==> src/rtl/action_rule_loader_if.sv <==
// Command and write-data channels between a rule source and action_rule_loader.
// cmd_clear is present only when ACTION_LOADER_CLEAR_EN is defined.
interface action_rule_loader_if #(
  parameter int DATA_WIDTH = 32,
  parameter int ADDR_WIDTH = 2
);
  // Handshake on both channels: a transfer happens on a rising edge where valid && ready.
  // The master holds valid and its payload stable until that edge; ready never depends on valid.
  logic                  cmd_valid;
  logic                  cmd_ready;
  logic [ADDR_WIDTH-1:0] cmd_pdr;
  logic [8:0]            cmd_mask;
  logic                  wd_valid;
  logic                  wd_ready;
  logic [DATA_WIDTH-1:0] wd_data;

`ifdef ACTION_LOADER_CLEAR_EN
  logic                  cmd_clear;

  modport master (
    output cmd_valid, cmd_pdr, cmd_mask, cmd_clear, wd_valid, wd_data,
    input  cmd_ready, wd_ready
  );

  modport slave (
    input  cmd_valid, cmd_pdr, cmd_mask, cmd_clear, wd_valid, wd_data,
    output cmd_ready, wd_ready
  );
`else
  modport master (
    output cmd_valid, cmd_pdr, cmd_mask, wd_valid, wd_data,
    input  cmd_ready, wd_ready
  );

  modport slave (
    input  cmd_valid, cmd_pdr, cmd_mask, wd_valid, wd_data,
    output cmd_ready, wd_ready
  );
`endif
endinterface

==> src/rtl/action_rule_loader.sv <==
// Sequencer that installs one rule at a time into the per-field action memories.
// Optional zero-fill commands are enabled with ACTION_LOADER_CLEAR_EN.
module action_rule_loader #(
  parameter int DATA_WIDTH = 32,
  parameter int ADDR_WIDTH = 2
) (
  input  logic                  clk,
  input  logic                  rst,
  action_rule_loader_if.slave   bus,
  output logic [ADDR_WIDTH-1:0] W_ADDR,
  output logic [8:0]            Write_Enables,
  output logic [DATA_WIDTH-1:0] Write_Data,
  input  logic                  lookup_valid,
  input  logic [ADDR_WIDTH-1:0] lookup_pdr,
  output logic                  lookup_stall,
  output logic                  busy,
  output logic                  done,
  output logic [15:0]           rule_count,
  output logic [1:0]            fsm_state
);

  typedef enum logic [1:0] {
    S_IDLE  = 2'd0,
    S_WRITE = 2'd1,
    S_DONE  = 2'd2
  } state_t;

  state_t                state;
  state_t                state_nxt;
  logic [ADDR_WIDTH-1:0] pdr_q;
  logic [8:0]            rem_mask;
  logic [8:0]            rem_low;
  logic [8:0]            rem_after;
  logic                  cmd_fire;
  logic                  beat_fire;
  logic                  issue;
  logic                  clear_q;

  assign cmd_fire  = bus.cmd_valid & bus.cmd_ready;
  assign beat_fire = bus.wd_valid & bus.wd_ready;
  // Isolate the lowest pending field; fields are written in ascending order.
  assign rem_low   = rem_mask & (~rem_mask + 9'd1);
  assign rem_after = rem_mask & ~rem_low;

`ifdef ACTION_LOADER_CLEAR_EN
  logic [8:0] cmd_low;

  assign cmd_low = bus.cmd_mask & (~bus.cmd_mask + 9'd1);
  // A clear command writes its first field straight from acceptance, then one per cycle.
  assign issue   = beat_fire | (clear_q & (state == S_WRITE) & (rem_mask != 9'd0));

  always_ff @(posedge clk) begin
    if (rst) begin
      clear_q <= 1'b0;
    end else if (cmd_fire) begin
      clear_q <= bus.cmd_clear;
    end
  end
`else
  assign clear_q = 1'b0;
  assign issue   = beat_fire;
`endif

  always_ff @(posedge clk) begin
    if (rst) begin
      state <= S_IDLE;
    end else begin
      state <= state_nxt;
    end
  end

  always_comb begin
    state_nxt = state;
    case (state)
      S_IDLE: begin
        if (cmd_fire) begin
          state_nxt = (bus.cmd_mask == 9'd0) ? S_DONE : S_WRITE;
        end
      end
      S_WRITE: begin
        if (clear_q) begin
          if (rem_mask == 9'd0) begin
            state_nxt = S_DONE;
          end
        end else if (beat_fire && (rem_after == 9'd0)) begin
          state_nxt = S_DONE;
        end
      end
      S_DONE:  state_nxt = S_IDLE;
      default: state_nxt = S_IDLE;
    endcase
  end

  always_comb begin
    bus.cmd_ready = (state == S_IDLE);
    bus.wd_ready  = (state == S_WRITE) & ~clear_q;
    busy          = (state != S_IDLE);
    done          = (state == S_DONE);
  end

  // Covers the DONE cycle too, when the last field write is landing in memory.
  assign lookup_stall = lookup_valid & busy & (lookup_pdr == pdr_q);
  assign fsm_state    = state;

  always_ff @(posedge clk) begin
    if (rst) begin
      pdr_q         <= '0;
      rem_mask      <= '0;
      W_ADDR        <= '0;
      Write_Enables <= '0;
      Write_Data    <= '0;
      rule_count    <= '0;
    end else begin
      Write_Enables <= '0;
      if (cmd_fire) begin
        pdr_q    <= bus.cmd_pdr;
        rem_mask <= bus.cmd_mask;
`ifdef ACTION_LOADER_CLEAR_EN
        if (bus.cmd_clear && (bus.cmd_mask != 9'd0)) begin
          Write_Enables <= cmd_low;
          W_ADDR        <= bus.cmd_pdr;
          Write_Data    <= '0;
          rem_mask      <= bus.cmd_mask & ~cmd_low;
        end
`endif
      end else if (issue) begin
        Write_Enables <= rem_low;
        W_ADDR        <= pdr_q;
        Write_Data    <= clear_q ? '0 : bus.wd_data;
        rem_mask      <= rem_after;
      end
      if (state == S_DONE) begin
        rule_count <= rule_count + 16'd1;
      end
    end
  end

endmodule

==> src/flat_wrapper.sv <==
// flat-port wrapper written by rule: the top's interface ports become plain ports
module action_rule_loader_flat 
#(
  parameter int DATA_WIDTH = 32,
  parameter int ADDR_WIDTH = 2
)
  (clk, rst, W_ADDR, Write_Enables, Write_Data, lookup_valid, lookup_pdr, lookup_stall, busy, done, rule_count, fsm_state, bus_cmd_valid, bus_cmd_pdr, bus_cmd_mask, bus_wd_valid, bus_wd_data, bus_cmd_ready, bus_wd_ready);
  action_rule_loader_if #(.DATA_WIDTH(DATA_WIDTH), .ADDR_WIDTH(ADDR_WIDTH)) bus_i ();
  input  logic clk;
  input  logic rst;
  output logic [ADDR_WIDTH-1:0] W_ADDR;
  output logic [8:0] Write_Enables;
  output logic [DATA_WIDTH-1:0] Write_Data;
  input  logic lookup_valid;
  input  logic [ADDR_WIDTH-1:0] lookup_pdr;
  output logic lookup_stall;
  output logic busy;
  output logic done;
  output logic [15:0] rule_count;
  output logic [1:0] fsm_state;
  input wire logic [$bits(bus_i.cmd_valid)-1:0] bus_cmd_valid;
  input wire logic [$bits(bus_i.cmd_pdr)-1:0] bus_cmd_pdr;
  input wire logic [$bits(bus_i.cmd_mask)-1:0] bus_cmd_mask;
  input wire logic [$bits(bus_i.wd_valid)-1:0] bus_wd_valid;
  input wire logic [$bits(bus_i.wd_data)-1:0] bus_wd_data;
  output wire logic [$bits(bus_i.cmd_ready)-1:0] bus_cmd_ready;
  output wire logic [$bits(bus_i.wd_ready)-1:0] bus_wd_ready;
  assign bus_i.cmd_valid = bus_cmd_valid;
  assign bus_i.cmd_pdr = bus_cmd_pdr;
  assign bus_i.cmd_mask = bus_cmd_mask;
  assign bus_i.wd_valid = bus_wd_valid;
  assign bus_i.wd_data = bus_wd_data;
  assign bus_cmd_ready = bus_i.cmd_ready;
  assign bus_wd_ready = bus_i.wd_ready;
  action_rule_loader #(.DATA_WIDTH(DATA_WIDTH), .ADDR_WIDTH(ADDR_WIDTH)) u_core (.clk(clk), .rst(rst), .bus(bus_i), .W_ADDR(W_ADDR), .Write_Enables(Write_Enables), .Write_Data(Write_Data), .lookup_valid(lookup_valid), .lookup_pdr(lookup_pdr), .lookup_stall(lookup_stall), .busy(busy), .done(done), .rule_count(rule_count), .fsm_state(fsm_state));
endmodule
==> config.mk <==
export PLATFORM = sky130hd
export DESIGN_NAME = action_rule_loader_flat
export DESIGN_NICKNAME = d
export VERILOG_FILES = /design/src/rtl/action_rule_loader_if.sv /design/src/rtl/action_rule_loader.sv /design/src/flat_wrapper.sv
export SDC_FILE = /design/constraint.sdc
export NUM_CORES = 1
export LEC_CHECK = 0
export ABC_AREA = 0
export BUFFER_PORTS_ARGS = -buffer_cell sky130_fd_sc_hd__buf_2
export CELL_PAD_IN_SITES_DETAIL_PLACEMENT = 1
export CELL_PAD_IN_SITES_GLOBAL_PLACEMENT = 1
export CORE_ASPECT_RATIO = 0.8
export CORE_MARGIN = 1.5
export CORE_UTILIZATION = 31
export DETAILED_ROUTE_END_ITERATION = 16
export GPL_TIMING_DRIVEN = 0
export HOLD_SLACK_MARGIN = 0.1
export PLACE_DENSITY_LB_ADDON = 0.05
export SKIP_LAST_GASP = 1
export SLEW_MARGIN = 10
export SYNTH_ARGS = -nofsm -noshare
export SYNTH_HDL_FRONTEND = slang
export SYNTH_SLANG_ARGS = --single-unit
==> constraint.sdc <==
create_clock -name clk -period 1.6 [get_ports clk]
set_clock_uncertainty 0.2 [all_clocks]
set_input_delay 0.16 -clock clk [delete_from_list [all_inputs] [get_ports clk]]
set_output_delay 0.16 -clock clk [all_outputs]
set_load 0.03 [all_outputs]
-- Word-level counts from Yosys, hierarchy flattened
Index checks and enable logic that the tools add are counted.
- add/sub/neg operators: 2
- eq/ne operators: 5
- multiplexer cells: 6
- bitwise operators: 10
- reduce and logical (&&, ||, !) cells: 9
- operator list (kind ; number):
    $and A9 B9 Y9 ; 2
    $logic_not A9 Y1 ; 2
    $mux W9 ; 2
    $not A9 Y9 ; 2
    $add A16 B1 Y16 const B ; 1
    $add A9 B1 Y9 const B ; 1
    $mux W2 ; 3
    $and A1 B1 Y1 ; 4
    $ne A2 B2 Y1 const B ; 2
    $pmux W2 S2 ; 1
    $reduce_and A2 Y1 ; 2
    $reduce_bool A2 Y1 ; 2
    $reduce_or A3 Y1 ; 1
    $eq A2 B1 Y1 const B ; 1
    $eq A2 B2 Y1 ; 1
    $eq A2 B2 Y1 const B ; 1
    $logic_not A2 Y1 ; 1
    $not A1 Y1 ; 2
    $logic_and A1 B1 Y1 ; 1
- flip-flop bits (word level): 72
- input port bits: 50
- output and inout bits: 66
- word-level logic and storage cells: 39

-- Logic depth before layout (Yosys ltp)
- depth in word-level cells: 9
- mapped depth: 6
- mapped depth without buffers: 5

-- Worst setup path before layout
Ideal clock, no wire load.
- kind: reg2out
- start: reg u_core.state[1] (netlist: u_core.fsm_state[1])
- end: out lookup_stall
- data arrival time: 1.698 ns
- required time: 1.240 ns
- slack: -0.458 ns
- stages on the path, launching flop included: 3
- path buffers: 0
- cells stage by stage: dfxtp_1 nor2_1 nor3_1
- longest elaborated chain between the ends: 3
- ends and longest elaborated chain (item ; line ; RTL):
    start: declaration ; action_rule_loader.sv:28 ; state_t state;
    start signal: assignment ; action_rule_loader.sv:68 ; state <= state_nxt;
    $reduce_bool A2 Y1 ; action_rule_loader.sv:97 ; busy = (state != S_IDLE);
    $and A1 B1 Y1 (2 in a row) ; action_rule_loader.sv:102 ; assign lookup_stall = lookup_valid & busy & (lookup_pdr == pdr_q);
    end: declaration ; flat_wrapper.sv:16 ; output logic lookup_stall;
No other way between the ends.

-- Worst setup path in the final report
- start: reg u_core.rem_mask[0]
- end: reg u_core.state[1] (netlist: u_core.fsm_state[1])
- longest elaborated chain between the ends: 9
- ends and longest elaborated chain (item ; line ; RTL):
    start: declaration ; action_rule_loader.sv:31 ; logic [8:0] rem_mask;
    start signal: assignment ; action_rule_loader.sv:117 ; rem_mask <= bus.cmd_mask;
    start signal: assignment ; action_rule_loader.sv:130 ; rem_mask <= rem_after;
    $not A9 Y9 ; action_rule_loader.sv:42 ; assign rem_low = rem_mask & (~rem_mask + 9'd1);
    $add A9 B1 Y9 ; action_rule_loader.sv:42 ;
    $and A9 B9 Y9 ; action_rule_loader.sv:42 ;
    $not A9 Y9 ; action_rule_loader.sv:43 ; assign rem_after = rem_mask & ~rem_low;
    $and A9 B9 Y9 (*) ; action_rule_loader.sv:43 ;
    $logic_not A9 Y1 (*) ; action_rule_loader.sv:85 ; end else if (beat_fire && (rem_after == 9'd0)) begin
    $logic_and A1 B1 Y1 (*) ; action_rule_loader.sv:85 ;
    $ne A2 B2 Y1 (no source line) (*) ; -- ;
    $reduce_and A2 Y1 (no source line) (*) ; -- ;
Mark *: on every way between the ends. The rest lies on a longest branch, timed or not.
A chain may end at the register's enable or synchronous reset.

==> results.toml <==
[grt]
grt_first_pass_wirelength_mm = 15.75
antenna_found_initial = 0
first_global_vias = 3193
globalRouteOverflowTotal = 0
grt_max_degree = 13
track_usage_pct = 19.76

[placed_design]
dp_hpwl_mm = 6.333
port_buffers = 114
place_congestion = 0.7741
dpl_cell_area_um2 = 3679
place_ws_ns = -0.4204

[die]
start_util_pct = 32.02
die_area_um2 = 10010
coreArea_um2 = 9115
die_y_um = 89.80
io_pins = 116
die_w_um = 111.5
rows = 31

[setup_path]
rr_worst_depth = 5
crit_arrival_ns = 1.70
slowest_delay_ns = 0.37
endpoint_kind = "flop"
critical_path_peak_fanout = 10
rr_startpoint = "u_core.rem_mask[0]"
reg2reg_to = "u_core.fsm_state[1]"
ff2ff_setup_slack_ns = -0.03
slowest_stage = "dfxtp_2"
start_kind = "flop"
crit_required_ns = 1.67
crit_chain = "nor3_4, buf_6, o211ai_1, a21oi_1, a22o_1"
crit_type = "flop to flop"

[clock_tree]
clk_pin_slew_ns = 0.06
cts_buffers = 9
clock_latency_ns = 0.33
clk_path_buf_depth = 2
cts-root-buf = "clkbuf_16"
htreeDepth = 3
cts_tree = "built"
cts.sinks = 72

[sta]
drv_slew = 0
slew_headroom_pct = 60.78
timing.final.crit_share_pct = 101.9
setup_viol = 4
tightest_slew_ns = 0.5884
hold_viol_final = 0
grt_setup_unrepaired = "yes"
totalNegativeSetupSlack_ns = -0.04611
fmax_mhz = 613.2
setup_ws_ns = -0.03074
layout_min_cycle_time_ns = 1.631

[detailed_routing]
drc_errors = 0
first_pass_iters = 4
via_per_inst = 4.808
drt_iter0_drc = 94
drt.antenna.violating_nets = 0
wl_per_cell_um = 15.10
dr_total_vias = 3125
wl_mm = 9.812

[final_layout]
design_area_um2 = 4742
drive_above_1_share_pct = 38.13
n_fill_cell = 1100
final_nets = 582
antenna_cells = 0
area_delta_synth_final_pct = 62.45
fin_util_pct = 52.02

[hold_path]
hold_path_end = "u_core.fsm_state[0]"
hold_start = "bus_cmd_valid"
hold_path.class = "input pin to flop"
min_path_cells = 5

[synth]
yosysUniqueCellTypes = 45
synth_cells = 348
seq_area_frac_synth_pct = 49.38
async_flop_share_pct = 0
ys_warn_count = 0
synth_fp_nets = 399
yosys_most_used_dff = "dfxtp_1"
avgSynthCellArea_um2 = 8.388
synth_edf_count = 0
netlist_area_um2 = 2919
synth-seq-cells = 72

[power_and_ir_drop]
total_power_uw = 4995
leakage_uw = 0.002178
powerDensity_nw_per_um2 = 1053
ir_worst_vdd_v = 0.0006732

[status]
status = "complete, but fails checks"
violations = "negative setup slack"

[flow_run]
maxCapViolations = 0
-- cells in the final DEF (no fill, tap or decap), types with 2 or more instances in the layout --
master         count
buf_2            113
nand2_1           82
dfxtp_1           55
a21oi_1           51
dlygate4sd3_1     43
nor2_1            28
buf_4             20
o21ai_0           10
dfxtp_4           10
clkbuf_16          9
xnor2_1            8
nor3_1             7
dfxtp_2            7
clkbuf_4           6
and3_1             5
inv_1              4
xor2_1             4
clkbuf_1           4
nor4_4             4
nor2b_1            3
buf_6              3
mux2i_1            3
nand3_1            3
bufinv_16          3
nor3_2             2
clkbuf_2           2
nor2_4             2
nor4_1             2
a31oi_2            2
a31oi_1            2
nand2b_1           2
a31o_2             2
mux2_4             2
nand4_1            2
inv_4              2
-- Yosys cell counts (2+ instances only) --
library cell,instances,area [um2]
inv_1,4,15.01
nor4b_1,2,17.52
buf_1,3,11.26
nor3_1,10,50.05
a31oi_1,4,25.02
nand2b_1,2,12.51
mux2i_1,3,30.03
nor2b_1,4,25.02
xnor2_1,8,70.07
a21oi_1,52,260.3
xor2_1,4,35.03
nand4_1,2,12.51
nor4_1,5,31.28
clkbuf_1,6,22.52
o21ai_0,10,50.05
and3_1,5,31.28
buf_2,11,55.05
nand3_1,3,15.01
a31o_2,2,17.52
dfxtp_1,72,1441
nor2_1,30,112.6
nor4_4,2,42.54
nand2_1,82,307.8
-- sequential cells by signal, indices dropped and copies added (netlist names) --
| register | count |
|---|---|
| u_core.W_ADDR | 2 |
| u_core.Write_Data | 32 |
| u_core.Write_Enables | 9 |
| u_core.fsm_state | 2 |
| u_core.pdr_q | 2 |
| u_core.rem_mask | 9 |
| u_core.rule_count | 16 |
-- worst max path at each step --
stage                               from               endpoint  slack [ns]  cells after the start
floorplan            u_core.fsm_state[0]  u_core.rule_count[13]       -0.16                      5
global placement                     rst     u_core.rem_mask[5]       -0.41                      4
detailed placement                   rst       u_core.W_ADDR[1]       -0.42                      4
CTS                 u_core.rule_count[5]  u_core.rule_count[15]      -0.008                      4
global route          u_core.rem_mask[0]    u_core.fsm_state[1]       -0.10                      5
finish                u_core.rem_mask[0]    u_core.fsm_state[1]       -0.03                      5
-- logic make-up after synthesis --
logic type / share of synthesized area, %
fa+ha+maj: 0.4286
mux: 1.929
xor+xnor: 3.600
buf+inv: 3.557
flops: 49.38
compound gates: 13.33
simple gates: 27.78
-- cell type report --
cell class                 count  area, um2  area share (%)
inverter                       4      15.01          0.3166
timing repair buffer         173       1129           23.80
sequential                    72       1488           31.37
buffer                        19      125.1           2.639
clock inverter                 5      102.6           2.164
tap                          115      143.9           3.034
multi-input combinational    252       1500           31.64
clock buffer                  10      239.0           5.040
-- power breakdown --
part | switching [uW] | internal (uW)
Combinational | 443 | 321
Sequential | 73.2 | 1850
Clock | 748 | 1560
Total | 1270 | 3730
-- metal layers --
layer | share of wire [%] | routed length [um] | global-route usage [%]
met5 | 0 | 0 | 0
met4 | 1.0 | 103 | 6.329
met3 | 5.8 | 568 | 6.608
met2 | 48 | 4744 | 33.08
met1 | 45 | 4395 | 23.97
-- what timing repair did --
item | in CTS | in global routing
setup endpoints to repair | 66 | 45
hold endpoints to repair | 43 | 0
pin swaps | 7 | 9
gates resized for setup | 24 | 27
hold buffers | 43 | 0
setup buffers | 14 | 2
-- worst max-delay path: cells and delay by family (launching register included) --
kind	cells	cell delay [ns]
AO/OA/AOI/OAI	3	0.54
AND/OR/NAND/NOR	1	0.27
buffers and inverters	1	0.18
flip-flops	1	0.37
-- metrics by stage --
| step | instances | hold WS (ns) |
|---|---|---|
| final | 650 | 0.1381 |
| after global routing | 650 | 0.1558 |
| after CTS | 648 | 0.1242 |
| after detailed placement | 577 | 0.2080 |
| after global placement | 577 | 0.2010 |
| after floorplan | 348 | 0.09600 |
Power figures use the tool's default switching activity.
